$ cat src/rtl/watch_core_rtc_if.sv
// rtl/watch_core_rtc_if.sv - control keys and display outputs of the RTC core
interface watch_core_rtc_if;
  logic       set_en;
  logic       alm_sel;
  logic       key_hr;
  logic       key_min;
  logic       mode12;
  logic       alm_en;
  logic       alm_ack;
  logic [3:0] dig_ht;
  logic [3:0] dig_ho;
  logic [3:0] dig_mt;
  logic [3:0] dig_mo;
  logic       pm;
  logic [5:0] sec_led;
  logic       tick_1hz;
  logic       alarm_hit;

  modport master (
    output set_en, alm_sel, key_hr, key_min, mode12, alm_en, alm_ack,
    input  dig_ht, dig_ho, dig_mt, dig_mo, pm, sec_led, tick_1hz, alarm_hit
  );

  modport slave (
    input  set_en, alm_sel, key_hr, key_min, mode12, alm_en, alm_ack,
    output dig_ht, dig_ho, dig_mt, dig_mo, pm, sec_led, tick_1hz, alarm_hit
  );
endinterface

$ cat src/rtl/watch_core_rtc.sv
// rtl/watch_core_rtc.sv - hh:mm:ss real-time clock with set mode, autorepeat keys and alarm
module watch_core_rtc #(
  parameter int TICK_DIV   = 100_000_000,
  parameter int REPEAT_DIV = 25_000_000,
  parameter int REPEAT_DLY = 50_000_000
) (
  input  logic              clk_i,
  input  logic              rst_i,
  watch_core_rtc_if.slave   bus_if
);
  localparam int PW = (TICK_DIV > 1) ? $clog2(TICK_DIV) : 1;
  localparam int RMAX = (REPEAT_DLY > REPEAT_DIV) ? REPEAT_DLY : REPEAT_DIV;
  localparam int RW = $clog2(RMAX + 1);
  localparam logic [PW-1:0] PRESC_MAX = PW'(TICK_DIV - 1);
  localparam logic [RW-1:0] DLY_CNT = RW'(REPEAT_DLY);
  localparam logic [RW-1:0] DIV_CNT = RW'(REPEAT_DIV);

  logic [4:0]    hr_q, hr_d, alm_hr_q, alm_hr_d;
  logic [5:0]    min_q, min_d, alm_min_q, alm_min_d;
  logic [5:0]    sec_q, sec_d;
  logic [PW-1:0] presc_q, presc_d;
  logic          tick_q, tick_d;
  logic          hit_q, hit_d;
  logic [1:0]    key_prev_q;
  logic [RW-1:0] rpt_cnt_q [2];
  logic [RW-1:0] rpt_cnt_d [2];
  logic [1:0]    rpt_on_q, rpt_on_d;
  logic [1:0]    keys;
  logic [1:0]    key_inc;
  logic          tick_fire;

  assign keys = {bus_if.key_min, bus_if.key_hr};
  assign tick_fire = !bus_if.set_en && (presc_q == PRESC_MAX);

  // A repeat counter of 0 means idle: a key already held when SET is entered never repeats.
  always_comb begin
    for (int k = 0; k < 2; k++) begin
      rpt_cnt_d[k] = rpt_cnt_q[k];
      rpt_on_d[k]  = rpt_on_q[k];
      key_inc[k]   = 1'b0;
      if (!bus_if.set_en || !keys[k]) begin
        rpt_cnt_d[k] = '0;
        rpt_on_d[k]  = 1'b0;
      end else if (!key_prev_q[k]) begin
        key_inc[k]   = 1'b1;
        rpt_cnt_d[k] = RW'(1);
        rpt_on_d[k]  = 1'b0;
      end else if (rpt_cnt_q[k] != '0) begin
        if ((!rpt_on_q[k] && rpt_cnt_q[k] == DLY_CNT) ||
            (rpt_on_q[k] && rpt_cnt_q[k] == DIV_CNT)) begin
          key_inc[k]   = 1'b1;
          rpt_cnt_d[k] = RW'(1);
          rpt_on_d[k]  = 1'b1;
        end else begin
          rpt_cnt_d[k] = rpt_cnt_q[k] + RW'(1);
        end
      end
    end
  end

  always_comb begin
    hr_d      = hr_q;
    min_d     = min_q;
    sec_d     = sec_q;
    alm_hr_d  = alm_hr_q;
    alm_min_d = alm_min_q;
    presc_d   = presc_q;
    tick_d    = 1'b0;
    hit_d     = hit_q;
    if (bus_if.set_en) begin
      presc_d = '0;
      sec_d   = '0;
      if (bus_if.alm_sel) begin
        if (key_inc[0]) alm_hr_d  = (alm_hr_q == 5'd23) ? 5'd0 : alm_hr_q + 5'd1;
        if (key_inc[1]) alm_min_d = (alm_min_q == 6'd59) ? 6'd0 : alm_min_q + 6'd1;
      end else begin
        if (key_inc[0]) hr_d  = (hr_q == 5'd23) ? 5'd0 : hr_q + 5'd1;
        if (key_inc[1]) min_d = (min_q == 6'd59) ? 6'd0 : min_q + 6'd1;
      end
    end else if (tick_fire) begin
      presc_d = '0;
      tick_d  = 1'b1;
      if (sec_q == 6'd59) begin
        sec_d = '0;
        if (min_q == 6'd59) begin
          min_d = '0;
          hr_d  = (hr_q == 5'd23) ? 5'd0 : hr_q + 5'd1;
        end else begin
          min_d = min_q + 6'd1;
        end
      end else begin
        sec_d = sec_q + 6'd1;
      end
    end else begin
      presc_d = presc_q + PW'(1);
    end
    if (tick_fire && bus_if.alm_en && sec_d == 6'd0 &&
        min_d == alm_min_q && hr_d == alm_hr_q) begin
      hit_d = 1'b1;
    end
    if (bus_if.alm_ack || !bus_if.alm_en) hit_d = 1'b0;
  end

  always_ff @(posedge clk_i) begin
    if (rst_i) begin
      hr_q       <= '0;
      min_q      <= '0;
      sec_q      <= '0;
      alm_hr_q   <= '0;
      alm_min_q  <= '0;
      presc_q    <= '0;
      tick_q     <= 1'b0;
      hit_q      <= 1'b0;
      key_prev_q <= '0;
      rpt_on_q   <= '0;
      for (int k = 0; k < 2; k++) rpt_cnt_q[k] <= '0;
    end else begin
      hr_q       <= hr_d;
      min_q      <= min_d;
      sec_q      <= sec_d;
      alm_hr_q   <= alm_hr_d;
      alm_min_q  <= alm_min_d;
      presc_q    <= presc_d;
      tick_q     <= tick_d;
      hit_q      <= hit_d;
      key_prev_q <= keys;
      rpt_on_q   <= rpt_on_d;
      for (int k = 0; k < 2; k++) rpt_cnt_q[k] <= rpt_cnt_d[k];
    end
  end

  // Display path: alarm hh:mm while editing it, otherwise the running time.
  logic [4:0] hr_sel, hr_disp;
  logic [5:0] min_sel;

  always_comb begin
    hr_sel  = (bus_if.set_en && bus_if.alm_sel) ? alm_hr_q : hr_q;
    min_sel = (bus_if.set_en && bus_if.alm_sel) ? alm_min_q : min_q;
    hr_disp = hr_sel;
    if (bus_if.mode12) begin
      if (hr_sel == 5'd0)      hr_disp = 5'd12;
      else if (hr_sel > 5'd12) hr_disp = hr_sel - 5'd12;
    end
  end

  assign bus_if.dig_ht    = 4'(hr_disp / 5'd10);
  assign bus_if.dig_ho    = 4'(hr_disp % 5'd10);
  assign bus_if.dig_mt    = 4'(min_sel / 6'd10);
  assign bus_if.dig_mo    = 4'(min_sel % 6'd10);
  assign bus_if.pm        = (hr_sel >= 5'd12);
  assign bus_if.sec_led   = sec_q;
  assign bus_if.tick_1hz  = tick_q;
  assign bus_if.alarm_hit = hit_q;
endmodule

$ cat src/flat_wrapper.sv
// flat-port wrapper written by rule: the top's interface ports become plain ports
module watch_core_rtc_flat 
#(
  parameter int TICK_DIV   = 100_000_000,
  parameter int REPEAT_DIV = 25_000_000,
  parameter int REPEAT_DLY = 50_000_000
)
  (clk_i, rst_i, bus_if_set_en, bus_if_alm_sel, bus_if_key_hr, bus_if_key_min, bus_if_mode12, bus_if_alm_en, bus_if_alm_ack, bus_if_dig_ht, bus_if_dig_ho, bus_if_dig_mt, bus_if_dig_mo, bus_if_pm, bus_if_sec_led, bus_if_tick_1hz, bus_if_alarm_hit);
  watch_core_rtc_if bus_if_i ();
  input  logic clk_i;
  input  logic rst_i;
  input wire logic [$bits(bus_if_i.set_en)-1:0] bus_if_set_en;
  input wire logic [$bits(bus_if_i.alm_sel)-1:0] bus_if_alm_sel;
  input wire logic [$bits(bus_if_i.key_hr)-1:0] bus_if_key_hr;
  input wire logic [$bits(bus_if_i.key_min)-1:0] bus_if_key_min;
  input wire logic [$bits(bus_if_i.mode12)-1:0] bus_if_mode12;
  input wire logic [$bits(bus_if_i.alm_en)-1:0] bus_if_alm_en;
  input wire logic [$bits(bus_if_i.alm_ack)-1:0] bus_if_alm_ack;
  output wire logic [$bits(bus_if_i.dig_ht)-1:0] bus_if_dig_ht;
  output wire logic [$bits(bus_if_i.dig_ho)-1:0] bus_if_dig_ho;
  output wire logic [$bits(bus_if_i.dig_mt)-1:0] bus_if_dig_mt;
  output wire logic [$bits(bus_if_i.dig_mo)-1:0] bus_if_dig_mo;
  output wire logic [$bits(bus_if_i.pm)-1:0] bus_if_pm;
  output wire logic [$bits(bus_if_i.sec_led)-1:0] bus_if_sec_led;
  output wire logic [$bits(bus_if_i.tick_1hz)-1:0] bus_if_tick_1hz;
  output wire logic [$bits(bus_if_i.alarm_hit)-1:0] bus_if_alarm_hit;
  assign bus_if_i.set_en = bus_if_set_en;
  assign bus_if_i.alm_sel = bus_if_alm_sel;
  assign bus_if_i.key_hr = bus_if_key_hr;
  assign bus_if_i.key_min = bus_if_key_min;
  assign bus_if_i.mode12 = bus_if_mode12;
  assign bus_if_i.alm_en = bus_if_alm_en;
  assign bus_if_i.alm_ack = bus_if_alm_ack;
  assign bus_if_dig_ht = bus_if_i.dig_ht;
  assign bus_if_dig_ho = bus_if_i.dig_ho;
  assign bus_if_dig_mt = bus_if_i.dig_mt;
  assign bus_if_dig_mo = bus_if_i.dig_mo;
  assign bus_if_pm = bus_if_i.pm;
  assign bus_if_sec_led = bus_if_i.sec_led;
  assign bus_if_tick_1hz = bus_if_i.tick_1hz;
  assign bus_if_alarm_hit = bus_if_i.alarm_hit;
  watch_core_rtc #(.TICK_DIV(TICK_DIV), .REPEAT_DIV(REPEAT_DIV), .REPEAT_DLY(REPEAT_DLY)) u_core (.clk_i(clk_i), .rst_i(rst_i), .bus_if(bus_if_i));
endmodule
$ cat config.mk
export PLATFORM = sky130hd
export DESIGN_NAME = watch_core_rtc_flat
export DESIGN_NICKNAME = d
export VERILOG_FILES = /design/src/rtl/watch_core_rtc_if.sv /design/src/rtl/watch_core_rtc.sv /design/src/flat_wrapper.sv
export SDC_FILE = /design/constraint.sdc
export NUM_CORES = 1
export LEC_CHECK = 0
export ABC_CLOCK_PERIOD_IN_PS = 6720
export BUFFER_PORTS_ARGS = -buffer_cell sky130_fd_sc_hd__buf_2
export CORE_MARGIN = 1
export CORE_UTILIZATION = 35
export DETAILED_ROUTE_END_ITERATION = 10
export GPL_TIMING_DRIVEN = 1
export MAX_ROUTING_LAYER = met4
export RECOVER_POWER = 50
export SETUP_SLACK_MARGIN = 0.15
export SYNTH_ARGS = -nofsm -noshare
export SYNTH_HDL_FRONTEND = slang
export SYNTH_SLANG_ARGS = --single-unit
$ cat constraint.sdc
create_clock -name clk_i -period 6.72 [get_ports clk_i]
set_input_delay 0.672 -clock clk_i [delete_from_list [all_inputs] [get_ports clk_i]]
set_output_delay 0.672 -clock clk_i [all_outputs]
set_load 0.1 [all_outputs]
==> impl_results.md <==
* Period utilisation layout at 72.6%
* Drt first pass iters at 4
* Post-layout minimum cycle time at 4.88 ns
* Synthesis-to-finish area growth at 14.4%
* Commonest non-fill, non-tap cells in the layout: nor2_1 (129), dfxtp_1 (113), nand2_1 (68)
* Wire per inst at 13.3 µm
* Gr usage total at 16.5%
* Post-synth top area share at 35.9%
* Top_reg_cell synth: dfxtp_1
* Part of the power in registers at 40.6%
* Dpl ws at 1.84 ns
* DRT Wirelength at 14.0 mm
* Post-synthesis cell type count at 64
* Post-Layout Cell Count at 1,052
* Total power at 1670 µW
* Grt ovf at 0
* Worst hold endpoint: u_core.rpt_on_q[0]
* Delay of the slowest cell on the worst path at 0.44 ns
* CP delay by family, top: buffers and inverters
* Combinational group share of total power at 4.9%
* Standard-cell rows at 48
* RSZ-0062 raised after global routing: no
* First-pass GRT wire length at 23.8 mm
* Arrival time of the worst setup path at 4.21 ns
* CP max-delay cell: buf_2
* Diodes inserted at 0
* RePlAce Congestion at 0.799
* Clk_skew at 0.00832 ns
* Pins Over Slew Limit at 0
* Core box area at 17,400 µm²
* Max clock buf depth at 2
* CP required at 6.05 ns
* PostCTS Resize Cnt at 0
* Seq cells post-synth at 113
* Int Power at 1250 µW
* Fraction of layout cells with a size suffix above 1 at 8.83%
* PwrDens at 232 nW/µm²
* Crit-path max FO at 22
* Hold path startpoint: u_core.key_prev_q[0]
* Synth warn at 0
* CTS tree: built
* Vias per cell at 5.16
* Residual DRC count at 0
* PortBufs at 30
* CTS Hold Bufs at 0
* Post-CTS setup buffers at 0
* CP Buf/Inv Count at 3
* CP Launch Type: primary input
* Ys async rst share at 0%
* Reg2Reg Setup Slack at 3.17 ns
* Worst vdd ir at 0.000188 V
* Worst hold stages at 2
* Psw at 418 µW
* Worst reg2reg endpoint: u_core.bus_if.alarm_hit
* Die height at 136 µm
* Critical path depth at 15
* Count of final hold-check violations at 0
* Die area at 18,500 µm²
* Register area share after synthesis at 35.9%
* P_leak at 0.00264 µW
* R2R depth at 11
* Clock Latency Late Sink at 0.41 ns
* Chip Width at 136 µm
* TNS Setup at 0 ns
* Initial antenna violation count at 0
* # IOs at 34
* Nets at 839
* Min Hold Slack at 0.441 ns
* Number of synthesized flops with an enable pin at 0
* Worst-margin pin slew at 1.22 ns
* Most common cell after layout, fill and taps aside: nor2_1
* CTS buffer count at 17
* Clock power frac at 54.5%
* Outcome: completed
* Post-route antenna net violation count at 0
* Max cap viols at 0
* Crit end category: output port
* 1st-iter DRT viols at 235
* Max Freq at 205 MHz
* Largest net degree at the start of global routing at 28
* Synth top area cells: dfxtp_1 (36%), nor2_1 (7.7%), xor2_1 (7.7%)
* Syn Area/Cell at 7.95 µm²
* Ordered list of cells on the worst path: buf_2 > nand2_1 > mux2_2 > o22a_1 > o22ai_1 > inv_1 > ha_1 > o21a_1 > xnor2_1 > ha_1 > nor2_1 > nand2_1 > a21o_1 > xnor2_1 > buf_2
* Vias in the first global route at 5,000
* Critical R2R Launch: u_core.rpt_cnt_q[0][26]
* Final WS setup at 1.84 ns
* Mapped cell area at 6290 µm²
* Hold Path Class: flip-flop to flip-flop
* Synth area leader: dfxtp_1
* Placed Cells incl. Taps at 1,020
* H-tree Lvls at 4
* Cells after Synth at 792
* CTS Root Buffer Type: clkbuf_16
* Crit path kind: primary input to output port
* Num Clock Sinks at 113
* DP HPWL at 9.85 mm
* Clk slew on worst S/H paths at 0.06 ns
* Switch share at 25.1%
* Starting Density at 36.1%
* Slew headroom at 19.2%
* DR vias at 5,426
* Final setup viols at 0
stage by stage:
stage,cell area (µm²),utilization [%]
final,7200,41.4
after global routing,7200,41.4
after CTS,7210,41.4
after detailed placement,6610,38.0
after global placement,6610,38.0
after floorplan,6300,-
layer usage:
layer	track usage, %	wire (µm)	vias to the layer above	share of wire (%)
li1	-	-	2808	-
met1	20.9	6940	2510	50
met2	25.0	6340	89	45
met3	4.40	492	19	3.5
met4	5.99	203	0	1.5
met5	-	0	-	0
tightest hold or removal path, cell delays in order, from the launching register on:
cell	delay [ns]
dfxtp_1	0.32
nand2_1	0.06
nor2_1	0.03
power groups by stage:
| stage | Clock, µW | Combinational (µW) | Sequential, µW |
|---|---|---|---|
| floorplan | 0 | 69.1 | 691 |
| global placement | 0 | 81.5 | 692 |
| detailed placement | 0 | 82.2 | 692 |
| CTS | 931 | 82.9 | 677 |
| global route | 966 | 89.4 | 678 |
| finish | 910 | 82.5 | 677 |
sequential cells by signal (all words and copies together), names as in the netlist:
| signal | cells |
|---|---|
| u_core.bus_if.alarm_hit | 1 |
| u_core.min_q | 6 |
| u_core.rpt_on_q | 2 |
| u_core.presc_q | 27 |
| u_core.hr_q | 5 |
| u_core.bus_if.sec_led | 6 |
| u_core.bus_if.tick_1hz | 1 |
| u_core.rpt_cnt_q | 52 |
| u_core.alm_min_q | 6 |
| u_core.alm_hr_q | 5 |
| u_core.key_prev_q | 2 |
synth_stat cells, drive strengths merged, types with 6 or more instances:
| master | number |
|---|---|
| nand3 | 55 |
| and2 | 13 |
| a21o | 6 |
| xnor2 | 32 |
| inv | 26 |
| mux2i | 12 |
| xor2 | 55 |
| a21oi | 32 |
| nor2b | 11 |
| ha | 16 |
| or2 | 7 |
| dfxtp | 113 |
| nand2 | 68 |
| clkbuf | 26 |
| and3 | 27 |
| or3 | 12 |
| o21ai | 20 |
| nor3 | 19 |
| nand4 | 21 |
| nor2 | 129 |
| nor4 | 11 |
layout make-up:
cell class	instances	area [µm²]
Clock inverter	15	175
Inverter	26	97.6
Fill cell	1809	10200
Tap cell	225	282
Multi-Input combinational cell	626	3820
Sequential cell	113	2260
Clock buffer	17	425
Timing Repair Buffer	30	139
worst max-delay path by stage:
stage / start / end / slack (ns)
floorplan: bus_if_alm_sel / bus_if_dig_mo[2] / 0.30
global placement: bus_if_set_en / bus_if_dig_ho[1] / 1.99
detailed placement: bus_if_set_en / bus_if_dig_ho[1] / 1.84
CTS: bus_if_set_en / bus_if_dig_ho[1] / 1.83
global route: bus_if_set_en / bus_if_dig_ho[1] / 1.58
finish: bus_if_set_en / bus_if_dig_ho[1] / 1.84
kinds of logic (layout without fill, tap and decap cells):
group | Yosys count | in the layout | synth area share, %
AOI/OAI and AO/OA | 104 | 104 | 11.0
xor gates and xnor gates | 88 | 88 | 12.5
adders and majority gates | 16 | 16 | 3.18
buffers and inverters | 55 | 88 | 3.46
DFF | 113 | 113 | 35.9
muxes | 17 | 17 | 2.80
other | 1 | 3 | 0.0596
and+or+nand+nor | 398 | 398 | 31.1
Note: power is estimated with default switching activity, not from simulation.
